`config.mk`:
```
export PLATFORM = sky130hd
export DESIGN_NAME = seg7_scan_driver
export DESIGN_NICKNAME = d
export VERILOG_FILES = /design/src/rtl/seg7_scan_driver.sv
export SDC_FILE = /design/constraint.sdc
export NUM_CORES = 1
export LEC_CHECK = 0
export CAP_MARGIN = 20
export CORE_MARGIN = 2
export CORE_UTILIZATION = 35
export CTS_BUF_LIST = sky130_fd_sc_hd__clkbuf_2
export CTS_CLUSTER_SIZE = 14
export DETAILED_ROUTE_END_ITERATION = 8
export GPL_TIMING_DRIVEN = 0
export SLEW_MARGIN = 15
export SYNTH_ARGS = -nofsm -noshare
export SYNTH_HDL_FRONTEND = slang
export SYNTH_SLANG_ARGS = --single-unit
```
`constraint.sdc`:
```
create_clock -name clk -period 4.7 [get_ports clk]
set_input_delay 0.94 -clock clk [delete_from_list [all_inputs] [get_ports clk]]
set_output_delay 0.94 -clock clk [all_outputs]
set_load 0.01 [all_outputs]
```
`src/rtl/seg7_scan_driver.sv`:
```
// Basys3 4-digit common-anode scan driver with double-buffered load and blink/dead-time support.
// Latency: an/seg/dp are registered one cycle behind scan state; loads commit at frame boundaries; optional SEG7_BRIGHTNESS_EN.
// Backpressure: ready drops after an accepted load and returns the cycle after the commit.
module seg7_scan_driver #(
   parameter int DIGIT_CYCLES = 100_000,
   parameter int BLANK_CYCLES = 1_000,
   parameter int BLINK_CYCLES = 50_000_000
) (
   input  logic        clk,
   input  logic        rst,
   input  logic        load,
   output logic        ready,
   input  logic [15:0] digits_in,
   input  logic [3:0]  dp_in,
   input  logic [3:0]  blank_in,
   input  logic [3:0]  blink_in,
`ifdef SEG7_BRIGHTNESS_EN
   input  logic [2:0]  brightness,
`endif
   output logic [3:0]  an,
   output logic [6:0]  seg,
   output logic        dp,
   output logic        frame_done
);

   localparam int MAX_A = (DIGIT_CYCLES > BLANK_CYCLES) ? DIGIT_CYCLES : BLANK_CYCLES;
   localparam int MAX_P = (MAX_A > BLINK_CYCLES) ? MAX_A : BLINK_CYCLES;
   localparam int CW    = $clog2(MAX_P);
   localparam logic [CW-1:0] ONE      = CW'(1);
   localparam logic [CW-1:0] DIG_LAST = CW'(DIGIT_CYCLES - 1);
   localparam logic [CW-1:0] GAP_LAST = CW'((BLANK_CYCLES > 0) ? BLANK_CYCLES - 1 : 0);
   localparam logic [CW-1:0] BLK_LAST = CW'(BLINK_CYCLES - 1);

   typedef enum logic {S_ON, S_GAP} state_t;

   state_t        state_q, state_d;
   logic [1:0]    idx_q, idx_d;
   logic [CW-1:0] cnt_q, cnt_d;
   logic [CW-1:0] bcnt_q;
   logic          phase_q;
   logic          frame_end;

   logic [15:0]   act_dig_q, sh_dig_q;
   logic [3:0]    act_dp_q, act_blank_q, act_blink_q;
   logic [3:0]    sh_dp_q, sh_blank_q, sh_blink_q;
   logic          pend_q;

   logic [3:0]    an_q, an_d;
   logic [6:0]    seg_q, seg_d;
   logic          dp_q, dp_d;
   logic          in_win;

   function automatic logic [6:0] dec7(input logic [3:0] n);
      case (n)
         4'h0: dec7 = 7'b1000000;
         4'h1: dec7 = 7'b1111001;
         4'h2: dec7 = 7'b0100100;
         4'h3: dec7 = 7'b0110000;
         4'h4: dec7 = 7'b0011001;
         4'h5: dec7 = 7'b0010010;
         4'h6: dec7 = 7'b0000010;
         4'h7: dec7 = 7'b1111000;
         4'h8: dec7 = 7'b0000000;
         4'h9: dec7 = 7'b0010000;
         4'hA: dec7 = 7'b0001000;
         4'hB: dec7 = 7'b0000011;
         4'hC: dec7 = 7'b1000110;
         4'hD: dec7 = 7'b0100001;
         4'hE: dec7 = 7'b0000110;
         default: dec7 = 7'b0001110;
      endcase
   endfunction

   // Scan FSM; frame_end marks the final cycle of the digit-0 slot.
   always_comb begin
      state_d   = state_q;
      idx_d     = idx_q;
      cnt_d     = cnt_q + ONE;
      frame_end = 1'b0;
      case (state_q)
         S_ON: begin
            if (cnt_q == DIG_LAST) begin
               cnt_d = '0;
               if (BLANK_CYCLES > 0) begin
                  state_d = S_GAP;
               end else begin
                  idx_d     = idx_q - 2'd1;
                  frame_end = (idx_q == 2'd0);
               end
            end
         end
         default: begin
            if (cnt_q == GAP_LAST) begin
               cnt_d     = '0;
               state_d   = S_ON;
               idx_d     = idx_q - 2'd1;
               frame_end = (idx_q == 2'd0);
            end
         end
      endcase
   end

`ifdef SEG7_BRIGHTNESS_EN
   logic [CW:0] lim_q, lim_use;
   int          on_len;
   // Window length is latched at the first ON cycle so mid-window changes do not shorten the digit.
   always_comb begin
      on_len = ((int'(brightness) + 1) * DIGIT_CYCLES) / 8;
      if (on_len < 1) on_len = 1;
      lim_use = (state_q == S_ON && cnt_q == '0) ? (CW+1)'(on_len) : lim_q;
      in_win  = ({1'b0, cnt_q} < lim_use);
   end
   always_ff @(posedge clk) begin
      if (rst) lim_q <= '0;
      else     lim_q <= lim_use;
   end
`else
   assign in_win = 1'b1;
`endif

   always_comb begin
      logic vis;
      an_d  = 4'hF;
      seg_d = 7'h7F;
      dp_d  = 1'b1;
      vis   = (state_q == S_ON) &&
              !(act_blank_q[idx_q] | (act_blink_q[idx_q] & phase_q));
      if (vis) begin
         seg_d = dec7(act_dig_q[{idx_q, 2'b00} +: 4]);
         dp_d  = ~act_dp_q[idx_q];
         if (in_win) an_d = ~(4'b0001 << idx_q);
      end
   end

   always_ff @(posedge clk) begin
      if (rst) begin
         state_q     <= S_ON;
         idx_q       <= 2'd3;
         cnt_q       <= '0;
         bcnt_q      <= '0;
         phase_q     <= 1'b0;
         act_dig_q   <= '0;
         act_dp_q    <= '0;
         act_blank_q <= 4'hF;
         act_blink_q <= '0;
         sh_dig_q    <= '0;
         sh_dp_q     <= '0;
         sh_blank_q  <= '0;
         sh_blink_q  <= '0;
         pend_q      <= 1'b0;
         an_q        <= 4'hF;
         seg_q       <= 7'h7F;
         dp_q        <= 1'b1;
      end else begin
         state_q <= state_d;
         idx_q   <= idx_d;
         cnt_q   <= cnt_d;
         an_q    <= an_d;
         seg_q   <= seg_d;
         dp_q    <= dp_d;
         if (bcnt_q == BLK_LAST) begin
            bcnt_q  <= '0;
            phase_q <= ~phase_q;
         end else begin
            bcnt_q  <= bcnt_q + ONE;
         end
         // Commit sees the pre-accept pending flag, so a same-cycle load waits a frame.
         if (frame_end && pend_q) begin
            act_dig_q   <= sh_dig_q;
            act_dp_q    <= sh_dp_q;
            act_blank_q <= sh_blank_q;
            act_blink_q <= sh_blink_q;
            pend_q      <= 1'b0;
         end
         if (load && !pend_q) begin
            sh_dig_q   <= digits_in;
            sh_dp_q    <= dp_in;
            sh_blank_q <= blank_in;
            sh_blink_q <= blink_in;
            pend_q     <= 1'b1;
         end
      end
   end

   assign ready      = ~pend_q;
   assign frame_done = frame_end;
   assign an         = an_q;
   assign seg        = seg_q;
   assign dp         = dp_q;

endmodule

```
# [Word-level counts from Yosys, hierarchy flattened]
# Memory sizes are Yosys's and may differ from the RTL's. A register that Yosys moved wholly into a read port is not among the register bits.
# Cells that the tools add are included.
# W data, S select, Z words.
[word_totals] ff_bits=118 word_cells=60 inputBits=31 memories=1 out_inout_bits=14 rom_bits=112
[classes] shifts=2 add_sub_neg=3 n_reduce_logical=10 bitwise_logic=8 eq_ne=3 n_mux=16 n_lt_le_gt_ge=1
[memory_table] memory="(name not given)" depth=16 word_bits=7 read_ports=1 rd_clocked_by_memory_dff=1 wr=0 line_no="54" rtl="case (n)"
[op_table] op="$mux W26" n=3
[op_table] op="$add A26 B1 Y26 const B" n=2
[op_table] op="$eq A26 B10 Y1 const B" n=1
[op_table] op="$eq A26 B17 Y1 const B" n=1
[op_table] op="$eq A26 B26 Y1 const B" n=1
[op_table] op="$shiftx A16 B5 Y4" n=1
[op_table] op="$mux W1" n=10
[op_table] op="$bmux W1 S2" n=3
[op_table] op="$not A1 Y1" n=5
[op_table] op="$not A4 Y4" n=1
[op_table] op="$reduce_or A2 Y1" n=2
[op_table] op="$shl A1 B2 Y4 const A" n=1
[op_table] op="$logic_and A1 B1 Y1" n=3
[op_table] op="$lt A2 B3 Y1 const B" n=1
[op_table] op="$logic_not A1 Y1" n=2
[op_table] op="$logic_not A2 Y1" n=1
[op_table] op="$reduce_and A2 Y1" n=1
[op_table] op="$reduce_bool A2 Y1" n=1
[op_table] op="$sub A2 B1 Y2 const B" n=1
[op_table] op="$and A1 B1 Y1" n=1
[op_table] op="$or A1 B1 Y1" n=1

# [Depth between registers and ports, before layout]
[logic_depth] depth_word=8 ltp_mapped=9 ltp_nobuf=7

# [Worst setup path after synthesis]
# OpenSTA, ideal clock, no wires.
[synth_path] path_kind="flip-flop to output port" startpoint="reg cnt_q[13]" endpoint="out frame_done" arrival_time_ns=1.411 t_required_ns=3.760 setup_slack_ns=2.349 n_path_buf=1 stages_incl_launch_ff=5 cell_sequence="dfxtp_1 -> nor4_1 -> and4_1 -> clkbuf_1 -> and4_1"
[synth_via] elab_chain_cells=3
[synth_lines] item="start, declared" line_no="38" rtl="logic [CW-1:0] cnt_q, cnt_d;"
[synth_lines] item="start signal, assigned" line_no="157" rtl="cnt_q <= cnt_d;"
[synth_lines] item="$eq A26 B10 Y1" line_no="93" rtl="if (cnt_q == GAP_LAST) begin"
[synth_lines] item="$mux W1" line_no="93"
[synth_lines] item="$mux W1" line_no="80" rtl="case (state_q)"
[synth_lines] item="end, declared" line_no="23" rtl="output logic frame_done"
# No other way between the ends.

# [Final worst setup path]
[layout_path] startpoint="reg cnt_q[22]" endpoint="out frame_done"
# Same word-level chain as after synthesis.

==> impl_results.md <==
* Most frequent cell on the critical path: and4_1
* Final hold vios at 0
* Multi-input logic area at 3064 sq um
* Commonest non-fill, non-tap cell in the layout: dfxtp_1
* Worst Hold Class: flip-flop to flip-flop
* Worst setup startpoint: cnt_q[22]
* Number of library cell types mapped by synthesis at 51
* Routability Congestion at 0.8625
* Die Wd at 133.4 microns
* Reg2reg setup slack at 2.05 ns
* Worst-Margin Slew at 0.6695 ns
* Syn nets at 707
* R2R cell count at 8
* Fillers at 1,638
* Most frequent cells in the layout: dfxtp_1, nand2_1, a21oi_1, clkdlybuf4s50_1, nand4_1
* Routed wire per std cell at 15.46 microns
* Post-synth top area cell: dfxtp_1
* Synth Cell Area at 5861 sq um
* Core Box Area at 16,470 sq um
* Maximum VDD drop at 0.1635 mV
* Proportion of layout cells with a drive suffix above 1 at 9.472%
* Seq/Total Area, Yosys at 42.70%
* Initial core utilization at 35.59%
* H-tree level count at 4
* Num CTS Buffers at 17
* Status: complete, no violations
* Antenna Nets Post-Route at 0
* Die Height at 133.4 microns
* Max Cap Viol at 0
* Number of flops mapped to enable cells by yosys at 0
* Tcrit/Tclk final at 86.86%
* Hold Crit Depth at 2
* Final #Nets at 770
* Hold Startpoint: sh_blank_q[1]
* Pin count of the biggest net entering global routing at 17
* Synth Flop Type: dfxtp_1
* CP Launch Type: flip-flop
* Ys async rst share at 0%
* Via density at 5.555
* Vias in the first global route at 5,057
* Yosys top cell area share at 42.70%
* Reg clk slew, reported paths at 0.19 ns
* Antenna diodes at 0
* First-pass GRT wire length at 25,100 microns
* Crit path arrival time at 3.14 ns
* CP Max Fanout at 10
* Post-CTS sizing at 0
* Row Count at 47
* Setup crit end kind: primary output
* Routed WL at 14,830 microns
* IO buf count at 44
* Detailed Routing Iterations Pass 1 at 6
* Crit path largest cell delay at 0.56 ns
* Slowest CP cell: clkdlybuf4s50_1
* Avg Inst Size Synth at 8.826 sq um
* Synth Register Bits at 125
* Sink Count at 125
* GRT overflow at 0
* Register area at 2502 sq um
* GR Util All Layers at 17.33%
* Pleak at 2.238 nW
* Final Setup Violations at 0
* Main area contributors after synthesis: dfxtp_1, a21oi_1, nand2_1
* Die Area at 17,800 sq um
* Top Ports at 45
* Initial antenna violation count at 0
* RSZ-0062 raised after global routing: false
* Hold_buf cts at 0
* Min Clock Period, post-route at 4.082 ns
* Min Hold Slack at 0.4687 ns
* Vias at 5,327
* Postcts setup bufs at 0
* Layout area overhead at 16.72%
* Final HPWL DP at 10,930 microns
* CP Class: flip-flop to primary output
* Ys Warns at 0
* Worst r2r src: idx_q[1]
* Drc violations at 0
* Fmax achieved at 244.9 MHz
* Slew Viols, Final at 0
* Clk root buf: clkbuf_2
* Power per cell area at 283.0 nW/um^2
* Drt first-iter violations at 431
* Setup Skew at 0.02467 ns
* Total Neg Setup Slack at 0 ns
* Worst Path Required at 3.76 ns
* Post-Syn Instances at 664
* Critical path, cell by cell: nor4_1 -> and4_1 -> clkbuf_1 -> and4_1 -> clkdlybuf4s50_1
* Later-pin clock latency in the skew report at 0.71 ns
* Max Buffers Root-to-Sink at 2
* Worst slew margin at 55.13%
* TritonCTS clock tree: built
-- critical path, delay by kind of cell, from the launching register on --
kind	cells	cell delay, ns
AND/OR/NAND/NOR	3	1.09
buffers and inverters	2	0.96
flip-flops	1	0.38
-- power breakdown --
| part | switching (W) | leakage, nW | internal, W |
|---|---|---|---|
| Combinational | 0.0000462 | 1.07 | 0.0000417 |
| Sequential | 0.0000143 | 1.01 | 0.00108 |
| Clock | 0.000410 | 0.159 | 0.000344 |
| Total | 0.000471 | 2.24 | 0.00147 |
-- per-stage QoR --
| stage | cell area (sq um) | setup slack, ns | std cells | util (%) | power (W) |
|---|---|---|---|---|---|
| global placement | 6576 | 1.448 | 928 | 39.94 | 0.001201 |
| finish | 6840 | 0.6175 | 959 | 41.54 | 0.001936 |
| CTS | 6840 | 0.5846 | 959 | 41.54 | 0.001959 |
| floorplan | 5861 | 2.349 | 664 | - | 0.001157 |
| detailed placement | 6576 | 1.428 | 928 | 39.94 | 0.001205 |
| global route | 6840 | 0.4166 | 959 | 41.54 | 0.002019 |
-- per-layer routing --
layer	part of all wire (%)	track usage [%]
met5	0	0
met4	2.0	6.501
met3	5.9	4.680
met2	45	27.12
met1	47	22.94
-- logic make-up after synthesis --
logic type | share of synthesized area [%]
AOI/OAI and AO/OA | 18.00
and+or+nand+nor | 23.55
DFF | 42.70
xor gates and xnor gates | 4.334
adders and majority gates | 2.562
muxes | 3.843
buffers and inverters | 5.017
-- final timing paths --
check                                     end
worst max register to register   act_dig_q[1]
worst min-delay path            sh_blank_q[1]
worst max-delay path               frame_done
worst min register to register  sh_blank_q[1]
-- area by class of cell --
class                           instances  area share [%]
Buffer                                 53           3.311
Clock buffer                           18           1.317
Clock inverter                         13           2.543
Inverter                               18          0.9877
Multi-Input combinational cell        468           44.80
Sequential cell                       125           36.58
Tap cell                              220           4.024
Timing Repair Buffer                   44           6.439
-- state kept, by name (all words and copies together), names as in the netlist --
signal / cells
pend_q: 1
cnt_q: 26
act_dp_q: 4
act_blink_q: 4
sh_dp_q: 4
phase_q: 1
idx_q: 2
act_blank_q: 4
sh_blink_q: 4
act_dig_q: 16
an: 4
dp: 1
seg: 7
sh_blank_q: 4
sh_dig_q: 16
state_q: 1
bcnt_q: 26
-- synth_stat cells, types with 18 or more instances --
| cell type | count |
|---|---|
| nand2_1 | 85 |
| o41ai_1 | 29 |
| or4_1 | 20 |
| dfxtp_1 | 125 |
| nand4_1 | 41 |
| nor2_1 | 19 |
| a21oi_1 | 65 |
| clkbuf_1 | 36 |
| o31ai_1 | 19 |
| inv_1 | 18 |
| nor3_1 | 20 |
| nand3_1 | 21 |
No activity file was read; power rests on OpenSTA's default activity.
